<file path="config.mk">
export PLATFORM = sky130hd
export DESIGN_NAME = operand_capture
export DESIGN_NICKNAME = d
export VERILOG_FILES = /design/src/rtl/operand_capture.sv
export SDC_FILE = /design/constraint.sdc
export NUM_CORES = 1
export LEC_CHECK = 0
export CAP_MARGIN = 10
export CORE_MARGIN = 4
export CORE_UTILIZATION = 30
export CTS_CLUSTER_DIAMETER = 200
export CTS_CLUSTER_SIZE = 24
export DETAILED_ROUTE_END_ITERATION = 10
export DONT_BUFFER_PORTS = 1
export PLACE_DENSITY = 0.54
export SLEW_MARGIN = 20
export SYNTH_ARGS = -nofsm -noshare
export SYNTH_HDL_FRONTEND = slang
export SYNTH_SLANG_ARGS = --single-unit
</file>
<file path="constraint.sdc">
create_clock -name clk -period 2.55 [get_ports clk]
set_clock_uncertainty 0.2 [all_clocks]
set_input_delay 0.51 -clock clk [delete_from_list [all_inputs] [get_ports clk]]
set_output_delay 0.51 -clock clk [all_outputs]
set_load 0.05 [all_outputs]
</file>
<file path="src/rtl/operand_capture.sv">
// rtl/operand_capture.sv - button-sequenced operand/opcode capture with execute pulse; filter enabled by OPERAND_CAPTURE_DEBOUNCE_EN
module operand_capture #(
    parameter int DATA_W          = 8,
    parameter int OP_W            = 4,
    parameter int DEBOUNCE_CYCLES = 1000000
) (
    input  logic              clk,
    input  logic              reset,
    input  logic              btn_in,
    input  logic [DATA_W-1:0] data_in,
    input  logic [OP_W-1:0]   op_in,
    output logic [DATA_W-1:0] a_val,
    output logic [DATA_W-1:0] b_val,
    output logic [OP_W-1:0]   op_val,
    output logic              go,
    output logic [1:0]        phase,
    output logic              press
);

    // The filter needs at least two stable cycles to be meaningful.
    if (DEBOUNCE_CYCLES < 2) begin : g_param_check
        $error("operand_capture: DEBOUNCE_CYCLES must be at least 2");
    end

    typedef enum logic [1:0] {
        LOAD_A = 2'd0,
        LOAD_B = 2'd1,
        EXEC   = 2'd2,
        SHOW   = 2'd3
    } state_t;

    // ------------------------------------------------------------------
    // Button conditioning
    // ------------------------------------------------------------------
    logic sync1_q;
    logic btn_s_q;
    logic level;
    logic level_prev_q;
    logic press_q;

    // Two-flop synchronizer for the asynchronous push-button.
    always_ff @(posedge clk) begin
        if (reset) begin
            sync1_q <= 1'b0;
            btn_s_q <= 1'b0;
        end else begin
            sync1_q <= btn_in;
            btn_s_q <= sync1_q;
        end
    end

`ifdef OPERAND_CAPTURE_DEBOUNCE_EN
    localparam int CNT_W = ($clog2(DEBOUNCE_CYCLES) < 1) ? 1 : $clog2(DEBOUNCE_CYCLES);
    localparam logic [CNT_W-1:0] CNT_LAST = CNT_W'(DEBOUNCE_CYCLES - 1);

    logic [CNT_W-1:0] cnt_q;
    logic [CNT_W-1:0] cnt_d;
    logic             level_q;
    logic             level_d;

    // Count consecutive mismatch cycles; accept the new level at the terminal count.
    always_comb begin
        cnt_d   = '0;
        level_d = level_q;
        if (btn_s_q != level_q) begin
            if (cnt_q == CNT_LAST) begin
                level_d = btn_s_q;
            end else begin
                cnt_d = cnt_q + 1'b1;
            end
        end
    end

    // Debounce counter and accepted level registers.
    always_ff @(posedge clk) begin
        if (reset) begin
            cnt_q   <= '0;
            level_q <= 1'b0;
        end else begin
            cnt_q   <= cnt_d;
            level_q <= level_d;
        end
    end

    assign level = level_q;
`else
    // Without the filter the synchronized button is taken as the level directly.
    assign level = btn_s_q;
`endif

    // Rising-edge detector on the accepted level; releases are ignored.
    always_ff @(posedge clk) begin
        if (reset) begin
            level_prev_q <= 1'b0;
            press_q      <= 1'b0;
        end else begin
            level_prev_q <= level;
            press_q      <= level & ~level_prev_q;
        end
    end

    // ------------------------------------------------------------------
    // Capture sequencer
    // ------------------------------------------------------------------
    state_t            state_q;
    state_t            state_d;
    logic              cap_a;
    logic              cap_b;
    logic              exec_pulse;
    logic [DATA_W-1:0] a_q;
    logic [DATA_W-1:0] b_q;
    logic [OP_W-1:0]   op_q;

    // Next-state and capture-enable decode; a press landing in EXEC is dropped.
    always_comb begin
        state_d    = state_q;
        cap_a      = 1'b0;
        cap_b      = 1'b0;
        exec_pulse = 1'b0;
        case (state_q)
            LOAD_A: begin
                if (press_q) begin
                    cap_a   = 1'b1;
                    state_d = LOAD_B;
                end
            end
            LOAD_B: begin
                if (press_q) begin
                    cap_b   = 1'b1;
                    state_d = EXEC;
                end
            end
            EXEC: begin
                exec_pulse = 1'b1;
                state_d    = SHOW;
            end
            SHOW: begin
                if (press_q) begin
                    state_d = LOAD_A;
                end
            end
            default: begin
                state_d = LOAD_A;
            end
        endcase
    end

    // State register.
    always_ff @(posedge clk) begin
        if (reset) begin
            state_q <= LOAD_A;
        end else begin
            state_q <= state_d;
        end
    end

    // Operand registers; each loads only in its own capture cycle.
    always_ff @(posedge clk) begin
        if (reset) begin
            a_q  <= '0;
            b_q  <= '0;
            op_q <= '0;
        end else begin
            if (cap_a) begin
                a_q <= data_in;
            end
            if (cap_b) begin
                b_q  <= data_in;
                op_q <= op_in;
            end
        end
    end

    assign a_val  = a_q;
    assign b_val  = b_q;
    assign op_val = op_q;
    assign go     = exec_pulse;
    assign phase  = state_q;
    assign press  = press_q;

endmodule
</file>
== After elaboration in Yosys (flattened, before gate mapping) ==
Cells that the tools add are included.
Word-level totals
  bits in registers: 26
  output and inout bits: 24
  bits of input ports: 15
  word-level logic and storage cells: 26
Cells by class
  bitwise gates (word level): 2
  muxes and demuxes: 8
  reduce and logical (&&, ||, !) cells: 2
  equal/unequal tests: 6
Operator list (count)
  case mux 2 bit (4 select lines): 1
  2-to-1 mux 2 bit: 3
  != test 2 bit, second input constant: 3
  equality test 2 bit, second input constant: 2
  2-to-1 mux 1 bit: 4
  AND reduction 3 bit: 1
  equality test 2 x 1 -> 1 bit, second input constant: 1
  logical NOT 2 bit: 1
  AND 1 bit: 1
  NOT 1 bit: 1

== Depth between registers and ports, before layout ==
Gate-level depths: netlist (run 1).
  word-level depth: 3
  gate-level depth with buffers: 6
  mapped depth without buffers: 5

== Worst setup path before layout (run 1) ==
No wires, ideal clock.
  path type: flip-flop to flip-flop
  start: register state_q[0] (netlist: phase[0])
  end: register state_q[0] (netlist: phase[0])
  path slack: 0.597 ns
  setup time: 0.122 ns
  stages on the path, launching flop included: 7
  buffers on the path: 1
  period minus slack after synthesis: 1.953 ns
  arrival time: 1.631 ns
  data required time: 2.228 ns
  cells stage by stage: dfxtp_1 > inv_1 > ha_1 > buf_6 > nor3_4 > o21ai_0 > nor3b_2
On the way
  cells in the longest elaborated chain, start to end: 3
  elaborated cells between the ends (all ways): 9
  those cells by class: 6 x eq/ne; 1 x mux; 2 x reduce/logical
Ends and longest elaborated chain
  start: declaration: line 105  | state_t state_q;
  start signal: assignment: line 153  | state_q <= state_d;
  equality test 2 x 1 -> 1 bit, or another cell as far along: line 120  | case (state_q)
  != test 2 bit (no source line)
  AND reduction 3 bit (no source line)
Parallel ways exist; a longest one is shown, timed or not.
A chain may end at the register's enable or synchronous reset.

== Worst setup path in the final report (run 1) ==
  start: register state_q[0] (netlist: phase[0])
  end: output port go
On the way
  cells in the longest elaborated chain, start to end: 2
Ends and longest elaborated chain
  equality test 2 bit: line 120
  2-to-1 mux 1 bit: line 120
  end: declaration: line 15  | output logic go,
No other way between the ends.

==> impl_metrics.yaml, run 1 <==
power_and_ir_drop:
  power.leakage_nw: 0.385
  vdd_drop_max_uv: 445
  powerDensity_mw_per_mm2: 870
floorplan:
  die_h_um: 65.8
  dieArea_mm2: 0.00432
  row_count: 20
  start_util_pct: 32.0
  die_w_um: 65.8
  core_mm2: 0.00313
  ios: 39
sta:
  whs_ns: 0.0242
  final.setup.tns_ns: 0
  rsz0062_at_grt: "no"
  max_slew_margin_pct: 54.8
  tightest_slew_ns: 0.677
  finalCritPeriodShare_pct: 77.8
  hold_violations: 0
  min_period_ns: 1.98
  max_freq_mhz: 504
  drv_slew: 0
  finalSetupViolations: 0
synth:
  synth_top_family_by_area: "simple AND/OR/NAND/NOR gates"
  synth_compound_area_share_pct: 11.9
  syn_inst: 115
  ys_warn_count: 0
  synthXorXnorAreaFrac_pct: 0
  seq_area_frac_synth_pct: 52.0
  synth_area_per_cell_um2: 8.70
  synth-simple-area-share_pct: 24.5
  syn_nets: 135
  netlist_area_mm2: 0.00100
  synth-seq-cells: 26
  ys_types: 17
  synth_fa_ha_area_share_pct: 6.25
  synthMuxAreaShare_pct: 0
worst_setup_path:
  worstSetupEndpointType: "primary output"
  crit_slowest_cell: "ha_1"
  arrival_ns: 1.27
  cpPeakStageDelay_ns: 0.51
  cp_max_fo: 3
  critPathRequiredTime_ns: 1.84
  path_class: "reg -> out"
  rrSetupSlack_ns: 0.80
  cp_cell_sequence: "inv_1 -> ha_1"
  start_kind: "register"
grt:
  grt_util_met2_pct: 17.5
  grt.total_usage_pct: 11.2
  grt-ovfl-total: 0
  grt_pass1_vias: 763
  grt_max_degree: 27
  grt_util_met1_pct: 11.5
  antenna_found_initial: 0
  grt_pass1_wl_mm: 3.59
  met3_usage_pct: 8.03
  gr-max-usage-layer: "met2"
route:
  drt_iter0_markers: 47
  vias: 757
  firstDrtPassIters: 4
  wirelength_mm: 2.32
  ant_nets: 0
  avgViaCountPerCell: 4.64
  wl_per_cell_um: 14.2
  drc: 0
clock_tree:
  cts_buffers: 3
  cts_resized: 0
  clk_path_buf_depth: 2
  clock_latency_ns: 0.32
  clockRootBuffer: "clkbuf_4"
  htreeDepth: 1
  path_clk_slew_ns: 0.15
  cts_tree: "done"
  cts.sinks: 26
cells_and_area:
  n_fill_cell: 341
  final_layout_size_suffix_gt1_share_pct: 9.24
  area_growth_pct: 12.1
  finalNetCount: 140
  finalNonFillerCells: 163
  antenna_cells: 0
place:
  post-place-cells: 156
  routabilityCongestion: 0.749
  dp_hpwl_mm: 1.61
  io_buffers: 0
min_path:
  hp-class: "in -> reg"
run:
  maxCapViolations: 0
outcome:
  status: "finished clean"
==> placed cells by master, fill, tap and decap left out, types with 2 or more instances in the layout <==
master	netlist	routed
buf_4	0	4
inv_1	2	2
o21ai_0	2	2
nand2_1	34	34
dlygate4sd3_1	0	3
ha_1	5	5
nor2b_1	5	5
nand3_1	8	8
clkbuf_4	0	3
dfxtp_1	26	26
a21oi_1	20	20
==> worst paths after layout <==
path / start / end / cells past startpoint
worst min-delay path: reset / op_val[0] / 1
worst max-delay path: phase[0] / go / 2
worst min register to register: level_prev_q / press / 1
worst max register to register: press / op_val[1] / 3
==> registers in the layout, summed over array words and instances, names as in the netlist <==
name          cells
a_val             8
b_val             8
btn_s_q           1
level_prev_q      1
op_val            4
phase             2
press             1
sync1_q           1
==> kinds of logic (layout without fill, tap and decap cells) <==
| logic type | after synthesis | in the layout |
|---|---|---|
| buffers and inverters | 9 | 13 |
| AND/OR/NAND/NOR | 52 | 52 |
| AO/OA/AOI/OAI | 23 | 23 |
| flip-flops | 26 | 26 |
| adder cells (fa/ha/maj) | 5 | 5 |
==> Yosys cell counts (all sizes together) <==
master	instances	area (um^2)
nor2b	5	31.3
nor3b	1	12.5
ha	5	62.6
clkbuf	1	3.75
buf	6	42.5
dfxtp	26	521
o21ai	2	10.0
nor3	2	21.3
nand2	34	128
inv	2	7.51
and2	1	8.76
nor2	1	3.75
a21oi	20	100
o41ai	1	8.76
nand3	8	40.0
==> through the flow <==
step                cell area (um^2)  power, W  utilization [%]  worst slack [ns]
finish                          1120  0.000977             35.9             0.566
global route                    1120   0.00103             35.9             0.499
CTS                             1090  0.000981             34.9             0.548
detailed placement              1040  0.000694             33.2             0.798
global placement                1040  0.000693             33.2             0.843
floorplan                       1000  0.000672                -             0.597
==> layer usage <==
layer  up-vias  share of wire, %
met1       335                39
met3         5                17
met2        35                43
met5         -                 0
li1        382                 -
met4         0               1.2
==> area by class of cell <==
| type | count | area (um^2) | area share (%) |
|---|---|---|---|
| sequential | 26 | 520 | 46.4 |
| multi-input combinational | 80 | 427 | 38.0 |
| timing repair buffer | 7 | 60.1 | 5.35 |
| tap | 44 | 55.1 | 4.91 |
| clock inverter | 1 | 30.0 | 2.68 |
| clock buffer | 3 | 22.5 | 2.01 |
| inverter | 2 | 7.51 | 0.669 |
==> report_power, final <==
group / internal (W) / switching [W]
registers: 0.000426 / 0.0000385
clock network: 0.000159 / 0.000126
logic: 0.0000774 / 0.000150
==> timing repair <==
item | CTS | global route
hold endpoints to repair | 0 | 9
setup buffers | 0 | 0
hold buffers | 0 | 3
==> critical path: cells and delay by family (launching register included) <==
| family | cells | cell delay [ns] |
|---|---|---|
| adder cells (fa/ha/maj) | 1 | 0.51 |
| flip-flops | 1 | 0.34 |
| buffers and inverters | 1 | 0.11 |
Power figures use the tool's default switching activity.
==> run 2, diff against run 1 <==
clock period = 2 ns   (was 2.55 ns; I/O delays follow)
==> run 2 against run 1 <==
- non-clock buffer count increased by 11
- largest power group unchanged
- hold slack got worse by 0.012 ns
- critical path type unchanged
- largest cell class unchanged
- core utilization increased by 4.3 points
==> impl_metrics.yaml, run 2 (synthesis gave the netlist of run 1 again) <==
outcome:
  status: "finished clean"
cells_and_area:
  n_fill_cell: 333
  finalNetCount: 151
  multi_input_area_um2: 427
  layout_commonest_cell: "nand2_1"
  finalNonFillerCells: 174
  area_growth_pct: 25.6
  antenna_cells: 0
  mostFrequentLayoutCells: "nand2_1, dfxtp_1, a21oi_1, dlygate4sd3_1, nand3_1"
  final_layout_size_suffix_gt1_share_pct: 8.46
  regArea_um2: 520
  final_area_mm2: 0.00126
floorplan:
  dieArea_mm2: 0.00432
  die_h_um: 65.8
  ios: 39
  start_util_pct: 32.0
  row_count: 20
  core_mm2: 0.00313
  die_w_um: 65.8
route:
  vias: 812
  ant_nets: 0
  drc: 0
  firstDrtPassIters: 4
  wl_per_cell_um: 13.6
  avgViaCountPerCell: 4.67
  wirelength_mm: 2.37
  drt_iter0_markers: 24
clock_tree:
  clock_latency_ns: 0.31
  clk_path_buf_depth: 2
  cts_tree: "done"
  clockRootBuffer: "clkbuf_4"
  cts.sinks: 26
  cts_buffers: 3
  path_clk_slew_ns: 0.14
  htreeDepth: 1
place:
  routabilityCongestion: 0.777
  dp_hpwl_mm: 1.67
  dpl_cell_area_mm2: 0.00106
  post-place-cells: 156
  io_buffers: 0
power_and_ir_drop:
  power_w: 0.00127
  power.leakage_nw: 0.437
  vdd_drop_max_uv: 594
  powerDensity_mw_per_mm2: 1010
sta:
  hold_violations: 0
  rsz0062_at_grt: "no"
  min_period_ns: 1.89
  drv_slew: 0
  tightest_slew_ns: 0.931
  finalSetupViolations: 0
  finalCritPeriodShare_pct: 94.6
  final.setup.tns_ns: 0
  max_slew_margin_pct: 37.7
  max_freq_mhz: 528
  whs_ns: 0.0119
worst_setup_path:
  crit_slowest_cell: "dfxtp_1"
  arrival_ns: 1.29
  critical_path.startpoint: "phase[1]"
  worstReg2RegStart: "phase[0]"
  cp_cell_sequence: "buf_4 -> ha_1 -> buf_12"
  worstSetupEndpointType: "primary output"
  critPathRequiredTime_ns: 1.40
  start_kind: "register"
  cpPeakStageDelay_ns: 0.36
  cp_max_fo: 3
  path_class: "reg -> out"
min_path:
  hp-class: "in -> reg"
  min-delay-start: "data_in[1]"
grt:
  grt_util_met1_pct: 12.7
  gr-max-usage-layer: "met2"
  grt_pass1_wl_mm: 3.62
  grt_max_degree: 26
  antenna_found_initial: 0
  grt-ovfl-total: 0
  met3_usage_pct: 5.98
  grt_util_met2_pct: 18.3
  grt.total_usage_pct: 11.3
  grt_pass1_vias: 754
run:
  maxCapViolations: 0
## run 2: changes by cell type in the layout (fill, tap and decap cells not counted), sizes merged
cell / before / now
dlygate4sd3: 3 / 14
## run 2: routing by layer
layer	part of all wire (%)	wire (um)	up-vias
met5	0	0	-
met4	0.80	19	0
met3	12	285	2
met2	45	1060	34
met1	42	999	368
li1	-	-	408
## run 2: final timing paths
kind         endpoint  slack, ns  cells after the start
min          a_val[1]       0.01                      2
max                go       0.11                      3
max reg2reg  b_val[3]       0.28                      5
min reg2reg     press       0.20                      1
## run 2: where the power goes
part           leakage [nW]  switching, W  internal, W  total (W)
Clock                0.0279      0.000150     0.000203   0.000353
Sequential            0.210     0.0000470     0.000543   0.000590
Combinational         0.199      0.000201     0.000126   0.000327
## run 2: final cells by class
cell class | count | share of cell area [%]
sequential | 26 | 41.4
tap | 44 | 4.38
clock inverter | 1 | 2.39
multi-input combinational | 80 | 33.9
clock buffer | 3 | 1.79
inverter | 2 | 0.597
timing repair buffer | 18 | 15.5
## run 2: stage by stage
stage               setup slack [ns]  util, %
floorplan                     0.0469        -
global placement               0.346     34.0
detailed placement             0.317     34.0
CTS                           0.0838     39.9
global route                  0.0193     40.2
finish                         0.108     40.2
## run 2: worst max-delay path, delay by kind of cell (launching register included)
kind,cells,cell delay [ns]
buffers and inverters,2,0.37
DFF,1,0.36
adders and majority gates,1,0.25
## run 2: timing repair
action,CTS,global route
buffers inserted,0,0
hold buffers,13,1
hold endpoints to repair,25,1
resized for setup,0,0
